<file path="src/rtl/seq_pattern_tx_pkg.sv">
// Shared definitions for the serial pattern transmitter and the detector benches.
package seq_pkg;

    typedef enum logic [1:0] {
        IDLE = 2'd0,
        SEND = 2'd1,
        GAPW = 2'd2,
        FIN  = 2'd3
    } tx_state_e;

    localparam int         PAT_W_DEF = 5;
    localparam logic [4:0] PAT_10110 = 5'b10110;

endpackage

</file>
<file path="src/rtl/seq_pattern_tx_if.sv">
// Control and serial-output bundle of the pattern transmitter.
interface seq_pattern_tx_if #(
    parameter int CNT_W = 4
);
    logic             start;
    logic [CNT_W-1:0] rpt;
    logic             abort;
    logic             sout;
    logic             sval;
    logic             busy;
    logic             done;

    modport master (output start, rpt, abort, input sout, sval, busy, done);
    modport slave  (input start, rpt, abort, output sout, sval, busy, done);
endinterface

</file>
<file path="src/rtl/seq_pattern_tx_counter.sv">
// Loadable down-counter; decrement saturates at zero.
module ld_down_counter #(
    parameter int W = 4
) (
    input  logic         clk,
    input  logic         rst,
    input  logic         load_i,
    input  logic         dec_i,
    input  logic [W-1:0] val_i,
    output logic [W-1:0] cnt_o,
    output logic         zero_o
);
    logic [W-1:0] cnt_q, cnt_d;

    always_comb begin
        cnt_d = cnt_q;
        if (load_i)
            cnt_d = val_i;
        else if (dec_i && cnt_q != '0)
            cnt_d = cnt_q - 1'b1;
    end

    always_ff @(posedge clk or posedge rst) begin
        if (rst) cnt_q <= '0;
        else     cnt_q <= cnt_d;
    end

    assign cnt_o  = cnt_q;
    assign zero_o = (cnt_q == '0);
endmodule

</file>
<file path="src/rtl/seq_pattern_tx.sv">
// Serial pattern transmitter: sends PATTERN MSB-first rpt+1 times with optional idle gaps.
module seq_pattern_tx
    import seq_pkg::*;
#(
    parameter int             PAT_W   = PAT_W_DEF,
    parameter logic [PAT_W-1:0] PATTERN = PAT_10110,
    parameter int             CNT_W   = 4,
    parameter int             GAP     = 0
) (
    input  logic           clk,
    input  logic           rst,
    seq_pattern_tx_if.slave bus
);
    localparam int            BW       = $clog2(PAT_W);
    localparam logic [BW-1:0] BIT_LAST = BW'(PAT_W - 1);
    localparam logic [3:0]    GAP_LAST = (GAP == 0) ? 4'd0 : 4'(GAP - 1);

    tx_state_e        state_q, state_d;
    logic [BW-1:0]    bit_q, bit_nxt;
    logic [3:0]       gap_q;
    logic [CNT_W-1:0] rep_q;
    logic             bit_zero, gap_zero, rep_zero;
    logic             bit_load, bit_dec, gap_load, gap_dec, rep_load, rep_dec;
    logic             sout_q, sval_q, busy_q, done_q;
    logic             sout_d, sval_d, busy_d, done_d;
    logic             unused_ok;

    ld_down_counter #(.W(BW)) u_bit_cnt (
        .clk(clk), .rst(rst), .load_i(bit_load), .dec_i(bit_dec),
        .val_i(BIT_LAST), .cnt_o(bit_q), .zero_o(bit_zero));

    ld_down_counter #(.W(4)) u_gap_cnt (
        .clk(clk), .rst(rst), .load_i(gap_load), .dec_i(gap_dec),
        .val_i(GAP_LAST), .cnt_o(gap_q), .zero_o(gap_zero));

    ld_down_counter #(.W(CNT_W)) u_rep_left (
        .clk(clk), .rst(rst), .load_i(rep_load), .dec_i(rep_dec),
        .val_i(bus.rpt), .cnt_o(rep_q), .zero_o(rep_zero));

    assign unused_ok = ^{gap_q, rep_q};

    always_comb begin
        state_d  = state_q;
        bit_load = 1'b0;
        bit_dec  = 1'b0;
        gap_load = 1'b0;
        gap_dec  = 1'b0;
        rep_load = 1'b0;
        rep_dec  = 1'b0;
        bit_nxt  = bit_q;
        case (state_q)
            IDLE: if (bus.start && !bus.abort) begin
                state_d  = SEND;
                bit_load = 1'b1;
                rep_load = 1'b1;
                bit_nxt  = BIT_LAST;
            end
            SEND: begin
                if (bus.abort) begin
                    state_d = IDLE;
                end else if (!bit_zero) begin
                    bit_dec = 1'b1;
                    bit_nxt = bit_q - 1'b1;
                end else if (rep_zero) begin
                    state_d = FIN;
                end else if (GAP == 0) begin
                    bit_load = 1'b1;
                    rep_dec  = 1'b1;
                    bit_nxt  = BIT_LAST;
                end else begin
                    state_d  = GAPW;
                    gap_load = 1'b1;
                end
            end
            GAPW: begin
                if (bus.abort) begin
                    state_d = IDLE;
                end else if (gap_zero) begin
                    state_d  = SEND;
                    bit_load = 1'b1;
                    rep_dec  = 1'b1;
                    bit_nxt  = BIT_LAST;
                end else begin
                    gap_dec = 1'b1;
                end
            end
            FIN:     state_d = IDLE;
            default: state_d = IDLE;
        endcase

        // Outputs are registered from the next state so they align with the state they describe.
        sval_d = (state_d == SEND);
        sout_d = sval_d & PATTERN[bit_nxt];
        busy_d = (state_d == SEND) || (state_d == GAPW);
        done_d = (state_d == FIN);
    end

    always_ff @(posedge clk or posedge rst) begin
        if (rst) begin
            state_q <= IDLE;
            sout_q  <= 1'b0;
            sval_q  <= 1'b0;
            busy_q  <= 1'b0;
            done_q  <= 1'b0;
        end else begin
            state_q <= state_d;
            sout_q  <= sout_d;
            sval_q  <= sval_d;
            busy_q  <= busy_d;
            done_q  <= done_d;
        end
    end

    assign bus.sout = sout_q;
    assign bus.sval = sval_q;
    assign bus.busy = busy_q;
    assign bus.done = done_q;
endmodule

</file>
<file path="src/flat_wrapper.sv">
// flat-port wrapper written by rule: the top's interface ports become plain ports
module seq_pattern_tx_flat import seq_pkg::*;
#(
    parameter int             PAT_W   = PAT_W_DEF,
    parameter logic [PAT_W-1:0] PATTERN = PAT_10110,
    parameter int             CNT_W   = 4,
    parameter int             GAP     = 0
)
  (clk, rst, bus_start, bus_rpt, bus_abort, bus_sout, bus_sval, bus_busy, bus_done);
  seq_pattern_tx_if #(.CNT_W(CNT_W)) bus_i ();
  input  logic clk;
  input  logic rst;
  input wire logic [$bits(bus_i.start)-1:0] bus_start;
  input wire logic [$bits(bus_i.rpt)-1:0] bus_rpt;
  input wire logic [$bits(bus_i.abort)-1:0] bus_abort;
  output wire logic [$bits(bus_i.sout)-1:0] bus_sout;
  output wire logic [$bits(bus_i.sval)-1:0] bus_sval;
  output wire logic [$bits(bus_i.busy)-1:0] bus_busy;
  output wire logic [$bits(bus_i.done)-1:0] bus_done;
  assign bus_i.start = bus_start;
  assign bus_i.rpt = bus_rpt;
  assign bus_i.abort = bus_abort;
  assign bus_sout = bus_i.sout;
  assign bus_sval = bus_i.sval;
  assign bus_busy = bus_i.busy;
  assign bus_done = bus_i.done;
  seq_pattern_tx #(.PAT_W(PAT_W), .PATTERN(PATTERN), .CNT_W(CNT_W), .GAP(GAP)) u_core (.clk(clk), .rst(rst), .bus(bus_i));
endmodule
</file>
<file path="config.mk">
export PLATFORM = sky130hd
export DESIGN_NAME = seq_pattern_tx_flat
export DESIGN_NICKNAME = d
export VERILOG_FILES = /design/src/rtl/seq_pattern_tx_pkg.sv /design/src/rtl/seq_pattern_tx_if.sv /design/src/rtl/seq_pattern_tx_counter.sv /design/src/rtl/seq_pattern_tx.sv /design/src/flat_wrapper.sv
export SDC_FILE = /design/constraint.sdc
export NUM_CORES = 1
export LEC_CHECK = 0
export CORE_MARGIN = 2
export CORE_UTILIZATION = 54
export DETAILED_ROUTE_END_ITERATION = 6
export PLACE_DENSITY_LB_ADDON = 0.12
export SETUP_SLACK_MARGIN = 0.15
export SLEW_MARGIN = 20
export SYNTH_ARGS = -nofsm -noshare
export SYNTH_HDL_FRONTEND = slang
export SYNTH_SLANG_ARGS = --single-unit
</file>
<file path="constraint.sdc">
create_clock -name clk -period 3.02 [get_ports clk]
set_clock_uncertainty 0.1 [all_clocks]
set_input_delay 0.453 -clock clk [delete_from_list [all_inputs] [get_ports clk]]
set_output_delay 0.453 -clock clk [all_outputs]
set_load 0.01 [all_outputs]
</file>
## Word-level counts from Yosys, hierarchy flattened

Memory sizes are Yosys's and may differ from the RTL's.
Index checks and enable logic that the tools add are counted.

- Flip-flop bits (word level): 17
- ROM bits: 8
- Input port bits: 8
- Logic and storage cells: 69
- Memories: 1

- Add/subtract/negate cells: 3
- $lt $le $gt $ge: 1
- Equality and inequality tests: 6
- Mux-type cells: 34
- Bitwise operators: 1
- Reductions and logical operators: 15

Memories:

| name | words | bits a word | read ports | clocked after Yosys merged registers in | wr ports | line | RTL |
|---|---|---|---|---|---|---|---|
| (no name shown) | 8 | 1 | 1 | 0 | 0 | seq_pattern_tx.sv:93 | `sout_d = sval_d & PATTERN[bit_nxt];` |

Operators by type and width:

| kind | count |
|---|---|
| $mux 3 | 8 |
| $mux 1 | 14 |
| $mux 2 | 6 |
| $pmux 3 s3 | 1 |
| $eq 2x2->1 const B | 4 |
| $logic_not 4->1 | 2 |
| $mux 4 | 2 |
| $pmux 2 s4 | 1 |
| $reduce_bool 4->1 | 2 |
| $sub 4x1->4 const B | 2 |
| $eq 2x1->1 const B | 2 |
| $logic_and 1x1->1 | 4 |
| $lt 3x4->1 const B | 1 |
| $reduce_bool 2->1 | 2 |
| $logic_not 3->1 | 1 |
| $pmux 1 s3 | 1 |
| $reduce_bool 3->1 | 1 |
| $sub 3x1->3 const B | 1 |
| $logic_not 2->1 | 1 |
| $pmux 1 s2 | 1 |
| $and 1x1->1 | 1 |
| $logic_not 1->1 | 1 |
| $logic_or 1x1->1 | 1 |

## Depth between registers and ports, before layout

Gate-level depths: netlist (run 1).

- Depth after elaboration: 8
- Gate-level depth with buffers: 12
- Mapped depth without buffers: 11

## Modules after synthesis

A second synthesis (run 1) with hierarchy kept.

- Cells, all modules: 145
- Area total of the unflattened synthesis: 1337.5 sq um

Modules (own cells, without submodules):

| module | times used | cells each | area each (sq um) | sequential area each (sq um) |
|---|---|---|---|---|
| seq_pattern_tx | 1 | 69 | 603.1 | 150.1 |
| ld_down_counter (u_core.u_gap_cnt ...) | 2 | 28 | 261.5 | 100.1 |
| ld_down_counter (u_core.u_bit_cnt) | 1 | 20 | 211.5 | 75.1 |

## Least setup slack after synthesis (run 1)

No wires, ideal clock.

- Kind: register to register
- From: register u_core.u_bit_cnt.cnt_q[0] (netlist: u_core.u_bit_cnt.cnt_o[0])
- To: register u_core.sout_q (netlist: u_core.bus.sout)
- Library setup time: 80 ps
- Arrival: 2222 ps
- Data required time: 2840 ps
- Slack: 618 ps
- Cell stages (with the launch flop): 13
- Path buffers: 1
- Period minus slack after synthesis: 2402 ps
- Cell sequence: dfrtp_1 -> inv_1 -> ha_1 -> nor2b_1 -> clkbuf_1 -> nand2_1 -> nor2_1 -> nor3b_1 -> a21oi_1 -> ha_1 -> inv_1 -> o41a_1 -> o211ai_2

RTL lines:

| element | line | RTL |
|---|---|---|
| from (decl) | seq_pattern_tx_counter.sv:13 | `logic [W-1:0] cnt_q, cnt_d;` |
| from (signal assigned) | seq_pattern_tx_counter.sv:25 | `else cnt_q <= cnt_d;` |
| $logic_not 3->1 | seq_pattern_tx_counter.sv:29 | `assign zero_o = (cnt_q == '0);` |
| $mux 2 | seq_pattern_tx.sv:61 | `end else if (!bit_zero) begin` |
| $mux 2 | seq_pattern_tx.sv:59 | `if (bus.abort) begin` |
| $pmux 2 s4 | seq_pattern_tx.sv:51 | `case (state_q)` |
| named net u_core.state_d[0] | seq_pattern_tx.sv:18 | `tx_state_e state_q, state_d;` |
| $eq 2x1->1 | seq_pattern_tx.sv:92 | `sval_d = (state_d == SEND);` |
| named net u_core.sval_d | seq_pattern_tx.sv:25 | `logic sout_d, sval_d, busy_d, done_d;` |
| $and 1x1->1 | seq_pattern_tx.sv:93 |  |
| named net u_core.sout_d | seq_pattern_tx.sv:25 |  |
| to (signal assigned) | seq_pattern_tx.sv:107 | `sout_q <= sout_d;` |
| to (decl) | seq_pattern_tx.sv:24 | `logic sout_q, sval_q, busy_q, done_q;` |

The timed path passes the listed nets, and every way through them passes these cells. The select of a mux whose other input is x is not followed.
A chain may end at the register's enable or synchronous reset.

## Final worst setup path (run 1)

- From: register u_core.state_q[1]
- To: register u_core.sout_q (netlist: u_core.bus.sout)

RTL lines:

| element | line | RTL |
|---|---|---|
| from (decl) | seq_pattern_tx.sv:18 |  |
| from (signal assigned) | seq_pattern_tx.sv:106 | `state_q <= state_d;` |
| $eq 2x2->1, or another cell as far along | seq_pattern_tx.sv:51 |  |
| $pmux 2 s4 (*) | seq_pattern_tx.sv:51 |  |
| named net u_core.state_d[0] | seq_pattern_tx.sv:18 |  |
| $eq 2x1->1 (*) | seq_pattern_tx.sv:92 |  |
| named net u_core.sval_d | seq_pattern_tx.sv:25 |  |
| $and 1x1->1 (*) | seq_pattern_tx.sv:93 |  |
| named net u_core.sout_d | seq_pattern_tx.sv:25 |  |

The timed path passes the listed nets; every way through them passes the cells marked *. The select of a mux whose other input is x is not followed.

==> results by group, run 1 <==
STA
  – Actual transition at the worst max-transition pin: 664 ps
  – FMAX: 0.381 GHz
  – Setup repair after global routing missed its margin: no
  – Minimum setup slack in the final design: 393 ps
  – Post-route clock period utilization: 87.0%
  – TNS Setup: 0 ps
  – Max-slew violation total from the final report: 0
  – Worst slew margin relative to its limit: 55.7%
  – Fin. Hold Viols: 0
  – Endpoints failing setup: 0
  – Period minus WS final: 2630 ps

Synth
  – Top_reg_cell synth: dfrtp_1
  – EDFF count, synth: 0
  – Cell variety after synth: 34
  – Async set-reset flop share out of synthesis: 100%
  – Mean post-synth cell area: 9.26 sq um
  – Syn Nets: 135
  – Portion of the post-synthesis area used by sequential elements: 39.3%
  – Synthesis-stage register bit count: 17
  – Area of the mapped netlist: 0.00108 sq mm
  – Synth Warn #: 0
  – Number of cells produced by synthesis: 117

Critical path
  – Dominant delay contributor by cell family on the critical path: compound AO/OA/AOI/OAI gates
  – Critical path peak fanout: 7
  – Worst Path Arrival: 2760 ps
  – Required time of the critical path: 3160 ps
  – Type of element launching the critical path: register
  – Worst-case register-to-register setup slack: 390 ps
  – Worst path max stage delay: 450 ps
  – Class of the most critical setup path: reg2reg
  – Crit path capture type: register
  – Library cell contributing the largest single delay on the critical path: dfrtp_1
  – Crit path buf inv count: 2
  – Cell Chain, Critical Path: inv_1 > ha_1 > nor2b_4 > nand2_1 > nor2_1 > nor3b_1 > a21oi_2 > ha_1 > inv_1 > o41a_1 > o211ai_2

Pwr
  – Total leakage power: 0.561 nW
  – Areal power density over the cells: 789 mW/mm^2
  – VDD IR-drop max: 0.000519 V

Global routing
  – Wire length of the first global-routing pass: 3860 um
  – Layer with the highest usage after global routing: met2
  – Global routing usage summed across all routing layers: 21.6%
  – Global routing met1 resource utilization: 28.9%
  – Largest net degree at the start of global routing: 18
  – Number of antenna violations at the first check in global routing: 0
  – Met2 capacity usage during global routing: 32.9%
  – Met3 Usage GRT: 3.07%
  – Via count of the first global-routing pass: 832
  – Overall overflow remaining after global route: 0

CTS
  – H-tree depth: 1
  – Clock tree root buffer cell: clkbuf_4
  – Number of buffers inserted to repair setup after CTS: 0
  – Worst-case clock buffer depth: 2
  – Total clock buffers created by CTS: 3
  – Number of sinks driven by the clock tree: 17
  – Clock latency of the later-clocked register in the worst-skew pair: 310 ps
  – Clock transition at the registers of the reported paths: 110 ps
  – TritonCTS clock tree: yes

Cells and area
  – Register Area: 425 sq um
  – Layout cell share with drive strength beyond 1: 8.96%
  – Ant diodes: 0
  – Filler-free cell count of the finished design: 161
  – Area used by multi-input combinational logic: 621 sq um
  – Fill cell count: 173
  – # nets final: 153
  – Area Overhead vs Synth: 18.6%

Route
  – DRC: 0
  – Wirelength, routed: 2280 um
  – Via count: 914
  – Routed len/inst: 14.1 um
  – Count of nets left with antenna violations after detail routing: 0
  – DRC marker count from the first detailed-route iteration: 47
  – Via/cell ratio: 5.68
  – First-pass iteration count of the detailed router: 4

Floorplanning
  – Vertical extent of the die: 48.8 um
  – Core Region: 0.00192 sq mm
  – Die width: 48.8 um
  – Starting density of the core: 56.4%
  – IO Pins: 12
  – Core Rows: 16
  – Die Outline Area: 0.00238 sq mm

Placed design
  – HPWL after detailed placement: 1740 um
  – Port buffer count: 11
  – Routability cong.: 0.868
  – Count of placed standard cells including taps: 157
  – Post-Place Worst Slack: 155 ps

Min path
  – Tightest Hold Check Type: in2async

Status
  – Result of the run: complete, no violations

Run
  – Max_cap viols: 0
[path summary, 6_finish.rpt]
kind / from / endpoint / depth (start not counted)
max: u_core.state_q[1]$_DFF_PP0_ / u_core.bus.sout$_DFF_PP0_ / 11
min: rst / u_core.u_gap_cnt.cnt_o[3]$_DFFE_PP0P_ / 2
max reg2reg: u_core.state_q[1]$_DFF_PP0_ / u_core.bus.sout$_DFF_PP0_ / 11
min reg2reg: u_core.u_gap_cnt.cnt_o[2]$_DFFE_PP0P_ / u_core.u_gap_cnt.cnt_o[2]$_DFFE_PP0P_ / 1
max in group asynchronous: rst / u_core.bus.sval$_DFF_PP0_ / 2
min in group clk: u_core.u_gap_cnt.cnt_o[2]$_DFFE_PP0P_ / u_core.u_gap_cnt.cnt_o[2]$_DFFE_PP0P_ / 1
[timing repair]
item	in CTS	in global routing
endpoints found under the setup margin	0	1
endpoints found under the hold margin	0	0
resized for setup	0	3
hold buffers	0	0
[logic make-up (layout without fill, tap and decap cells)]
| group | count (synthesis) | after routing | share of synthesized area (%) |
|---|---|---|---|
| and+or+nand+nor | 42 | 42 | 20.1 |
| AOI/OAI and AO/OA | 26 | 26 | 16.9 |
| DFF | 17 | 17 | 39.3 |
| buffers and inverters | 13 | 30 | 4.50 |
| adders and majority gates | 10 | 10 | 11.5 |
| xor gates and xnor gates | 6 | 6 | 4.85 |
| muxes | 3 | 3 | 2.89 |
[metrics by stage]
stage / utilization, % / total power, W / area [sq um] / hold WS (ps)
after detailed placement: 64.8 / 0.000871 / 1250 / 427
after global routing: 66.9 / 0.00110 / 1280 / 464
final: 66.9 / 0.00101 / 1280 / 421
after floorplan: - / 0.000716 / 1080 / 279
after global placement: 64.8 / 0.000846 / 1250 / 417
after CTS: 66.3 / 0.00101 / 1270 / 443
[report_power, final]
part	switching, W	internal, W	total, W
Clock	0.0000842	0.0000496	0.000134
Combinational	0.000270	0.000245	0.000515
Sequential	0.0000626	0.000303	0.000366
[cell usage after synthesis, types with 3 or more instances]
| library cell | number | share of area, % |
|---|---|---|
| dfrtp_1 | 17 | 39 |
| ha_1 | 10 | 12 |
| o211ai_1 | 3 | 2.1 |
| inv_1 | 12 | 4.2 |
| nor3_1 | 3 | 1.4 |
| nor2_1 | 11 | 3.8 |
| a211oi_1 | 3 | 2.1 |
| nand2_1 | 10 | 3.5 |
| nand2b_1 | 3 | 1.7 |
| xnor2_1 | 6 | 4.8 |
| a21oi_1 | 9 | 4.2 |
| nor4_1 | 3 | 1.7 |
[cell usage in the layout, fill, tap and decap left out, types with 2 or more instances in the layout]
cell             Yosys  final
nand3_1              2      2
buf_4                0      3
a211oi_1             3      3
a31oi_1              2      2
o211ai_1             3      3
mux2i_1              2      2
nand2b_1             3      3
nand2_1             10     10
nor3_1               3      3
a21oi_1              9      8
xnor2_1              6      6
nor3b_1              2      2
nor2_1              11     11
dfrtp_1             17     17
clkbuf_4             0      3
ha_1                10     10
nor4_1               3      3
inv_1               12     12
clkdlybuf4s50_1      0     11
[routing by layer]
layer  part of all wire [%]  wire length, um  up-vias
met5                      0                0        -
met4                    3.4               77        0
met3                    3.6               83        7
met2                     47             1070       21
met1                     46             1040      435
li1                       -                -      451
[layout make-up]
| cell class | count | area share (%) |
|---|---|---|
| Clock buffer | 3 | 1.75 |
| Clock inverter | 1 | 0.389 |
| Inverter | 12 | 3.51 |
| Multi-Input combinational cell | 87 | 48.3 |
| Sequential cell | 17 | 33.1 |
| Tap cell | 27 | 2.63 |
| Timing Repair Buffer | 14 | 10.3 |
[flip-flops by register name, summed over array words and instances (netlist names)]
register                 cells
u_core.u_gap_cnt.cnt_o       4
u_core.bus.done              1
u_core.bus.sout              1
u_core.u_rep_left.cnt_o      4
u_core.bus.sval              1
u_core.state_q               2
u_core.bus.busy              1
u_core.u_bit_cnt.cnt_o       3
No activity file was read; power rests on OpenSTA's default activity.
==> run 2: changes to the inputs <==
- RECOVER_POWER: unset -> 50
==> results by group, run 2 (same netlist as run 1, synthesis figures left out) <==
STA
  – Fin. Hold Viols: 0 (unchanged)
  – Period minus WS final: 2620 ps (was 2630 ps)
  – Minimum setup slack in the final design: 396 ps (was 393 ps)
  – TNS Setup: 0 ps (unchanged)
  – Post-route clock period utilization: 86.9% (was 87.0%)
  – Actual transition at the worst max-transition pin: 663 ps (was 664 ps)
  – FMAX: 0.381 GHz (about the same)
  – Setup repair after global routing missed its margin: no (unchanged)
  – Endpoints failing setup: 0 (unchanged)
  – Worst slew margin relative to its limit: 55.8% (was 55.7%)
  – Max-slew violation total from the final report: 0 (unchanged)

Run
  – Max_cap viols: 0 (unchanged)

Critical path
  – Type of element launching the critical path: register (unchanged)
  – Class of the most critical setup path: reg2reg (unchanged)
  – Library cell contributing the largest single delay on the critical path: dfrtp_1 (unchanged)
  – Critical path peak fanout: 7 (unchanged)
  – Worst Path Arrival: 2760 ps (about the same)
  – Worst path max stage delay: 450 ps (about the same)
  – Crit path capture type: register (unchanged)
  – Cell Chain, Critical Path: inv_1 > ha_1 > nor2b_4 > nand2_1 > nor2_1 > nor3b_1 > a21oi_2 > ha_1 > inv_1 > o41a_1 > o211ai_2 (unchanged)
  – Required time of the critical path: 3160 ps (about the same)

Route
  – Wirelength, routed: 2290 um (was 2280 um)
  – Via/cell ratio: 5.70 (was 5.68)
  – DRC marker count from the first detailed-route iteration: 47 (unchanged)
  – Routed len/inst: 14.2 um (was 14.1 um)
  – First-pass iteration count of the detailed router: 4 (unchanged)
  – Count of nets left with antenna violations after detail routing: 0 (unchanged)
  – Via count: 917 (was 914)
  – DRC: 0 (unchanged)

Global routing
  – Via count of the first global-routing pass: 832 (unchanged)
  – Global routing usage summed across all routing layers: 21.6% (unchanged)
  – Wire length of the first global-routing pass: 3860 um (unchanged)
  – Overall overflow remaining after global route: 0 (unchanged)
  – Largest net degree at the start of global routing: 18 (unchanged)
  – Number of antenna violations at the first check in global routing: 0 (unchanged)

Cells and area
  – Area Overhead vs Synth: 18.2% (was 18.6%)
  – Post-layout utilization of the core: 66.7% (was 66.9%)
  – Commonest cells after routing, fill and taps aside: dfrtp_1 (17), inv_1 (12), nor2_1 (11) (was dfrtp_1 (17), inv_1 (12), nor2_1 (11), clkdlybuf4s50_1 (11))
  – # nets final: 153 (unchanged)
  – Most common cell after layout, fill and taps aside: dfrtp_1 (unchanged)
  – Ant diodes: 0 (unchanged)
  – Layout cell share with drive strength beyond 1: 8.21% (was 8.96%)

CTS
  – CTS Hold Buffers Added: 0 (unchanged)
  – Worst-case clock buffer depth: 2 (unchanged)
  – Number of sinks driven by the clock tree: 17 (unchanged)
  – Clock tree root buffer cell: clkbuf_4 (unchanged)
  – H-tree depth: 1 (unchanged)
  – Total clock buffers created by CTS: 3 (unchanged)
  – Clock transition at the registers of the reported paths: 110 ps (about the same)
  – Clock latency of the later-clocked register in the worst-skew pair: 310 ps (about the same)
  – TritonCTS clock tree: yes (unchanged)
  – Number of buffers inserted to repair setup after CTS: 0 (unchanged)

Pwr
  – VDD IR-drop max: 0.000518 V (was 0.000519 V)
  – Total leakage power: 0.557 nW (was 0.561 nW)
  – Areal power density over the cells: 792 mW/mm^2 (was 789 mW/mm^2)
  – Final Power: 0.00102 W (was 0.00101 W)

Floorplanning
  – Die Outline Area: 0.00238 sq mm (unchanged)
  – IO Pins: 12 (unchanged)
  – Core Rows: 16 (unchanged)
  – Core Region: 0.00192 sq mm (unchanged)
  – Die width: 48.8 um (unchanged)
  – Vertical extent of the die: 48.8 um (unchanged)
  – Starting density of the core: 56.4% (unchanged)

Placed design
  – Port buffer count: 11 (unchanged)
  – HPWL after detailed placement: 1740 um (unchanged)
  – Routability cong.: 0.868 (unchanged)
  – Post-Place Worst Slack: 155 ps (unchanged)

Min path
  – Tightest Hold Check Type: reg2reg (was in2async)

Status
  – Result of the run: complete, no violations (unchanged)
[run 2: stage by stage]
| stage | instances | instance area (sq um) | hold slack (ps) |
|---|---|---|---|
| 6_report | 161 | 1280 | 440 |
| 5_1_grt | 161 | 1280 | 464 |
| 4_1_cts | 161 | 1270 | 443 |
| 3_5_place_dp | 157 | 1250 | 427 |
| 3_3_place_gp | 157 | 1250 | 417 |
| 2_1_floorplan | 117 | 1080 | 279 |
[run 2: final timing paths]
path / to / start / cells past startpoint / slack, ps
worst max-delay path: u_core.bus.sout$_DFF_PP0_ / u_core.state_q[1]$_DFF_PP0_ / 11 / 400
worst min-delay path: u_core.u_gap_cnt.cnt_o[2]$_DFFE_PP0P_ / u_core.u_gap_cnt.cnt_o[2]$_DFFE_PP0P_ / 1 / 440
worst max register to register: u_core.bus.sout$_DFF_PP0_ / u_core.state_q[1]$_DFF_PP0_ / 11 / 400
worst min register to register: u_core.u_gap_cnt.cnt_o[2]$_DFFE_PP0P_ / u_core.u_gap_cnt.cnt_o[2]$_DFFE_PP0P_ / 1 / 440
max in group asynchronous: u_core.bus.sval$_DFF_PP0_ / rst / 2 / 1840
min in group asynchronous: u_core.u_gap_cnt.cnt_o[3]$_DFFE_PP0P_ / rst / 2 / 560
[run 2: what timing repair did]
action	in CTS	in global routing
hold endpoints to repair	0	0
resized for setup	0	3
setup endpoints to repair	0	1
[run 2: cell type report]
| class | instances | area (sq um) |
|---|---|---|
| fillers | 175 | 641 |
| inverters | 12 | 45.0 |
| repair buffers | 14 | 129 |
| clock buffers | 3 | 22.5 |
| well taps | 27 | 33.8 |
| clock inverters | 1 | 5.00 |
| multi-input cells | 87 | 621 |
| flip-flops and latches | 17 | 425 |
[run 2: routing by layer]
metal / vias up / wire length, um / GRT usage (%)
li1: 451 / - / -
met3: 7 / 83 / 3.07
met4: 0 / 74 / 13.3
met2: 26 / 1070 / 32.9
met5: - / 0 / 0
met1: 433 / 1060 / 28.9
[run 2: critical path, delay by kind of cell (launching register included)]
kind	cells	cell delay [ps]
AO/OA/AOI/OAI	3	740
adder cells (fa/ha/maj)	2	530
buffers and inverters	2	180
flip-flops	1	450
AND/OR/NAND/NOR	4	540
[run 2: power breakdown]
group / switching (W) / internal (W)
Sequential: 0.0000626 / 0.000303
Clock: 0.0000843 / 0.0000496
Combinational: 0.000271 / 0.000245
Total: 0.000418 / 0.000597
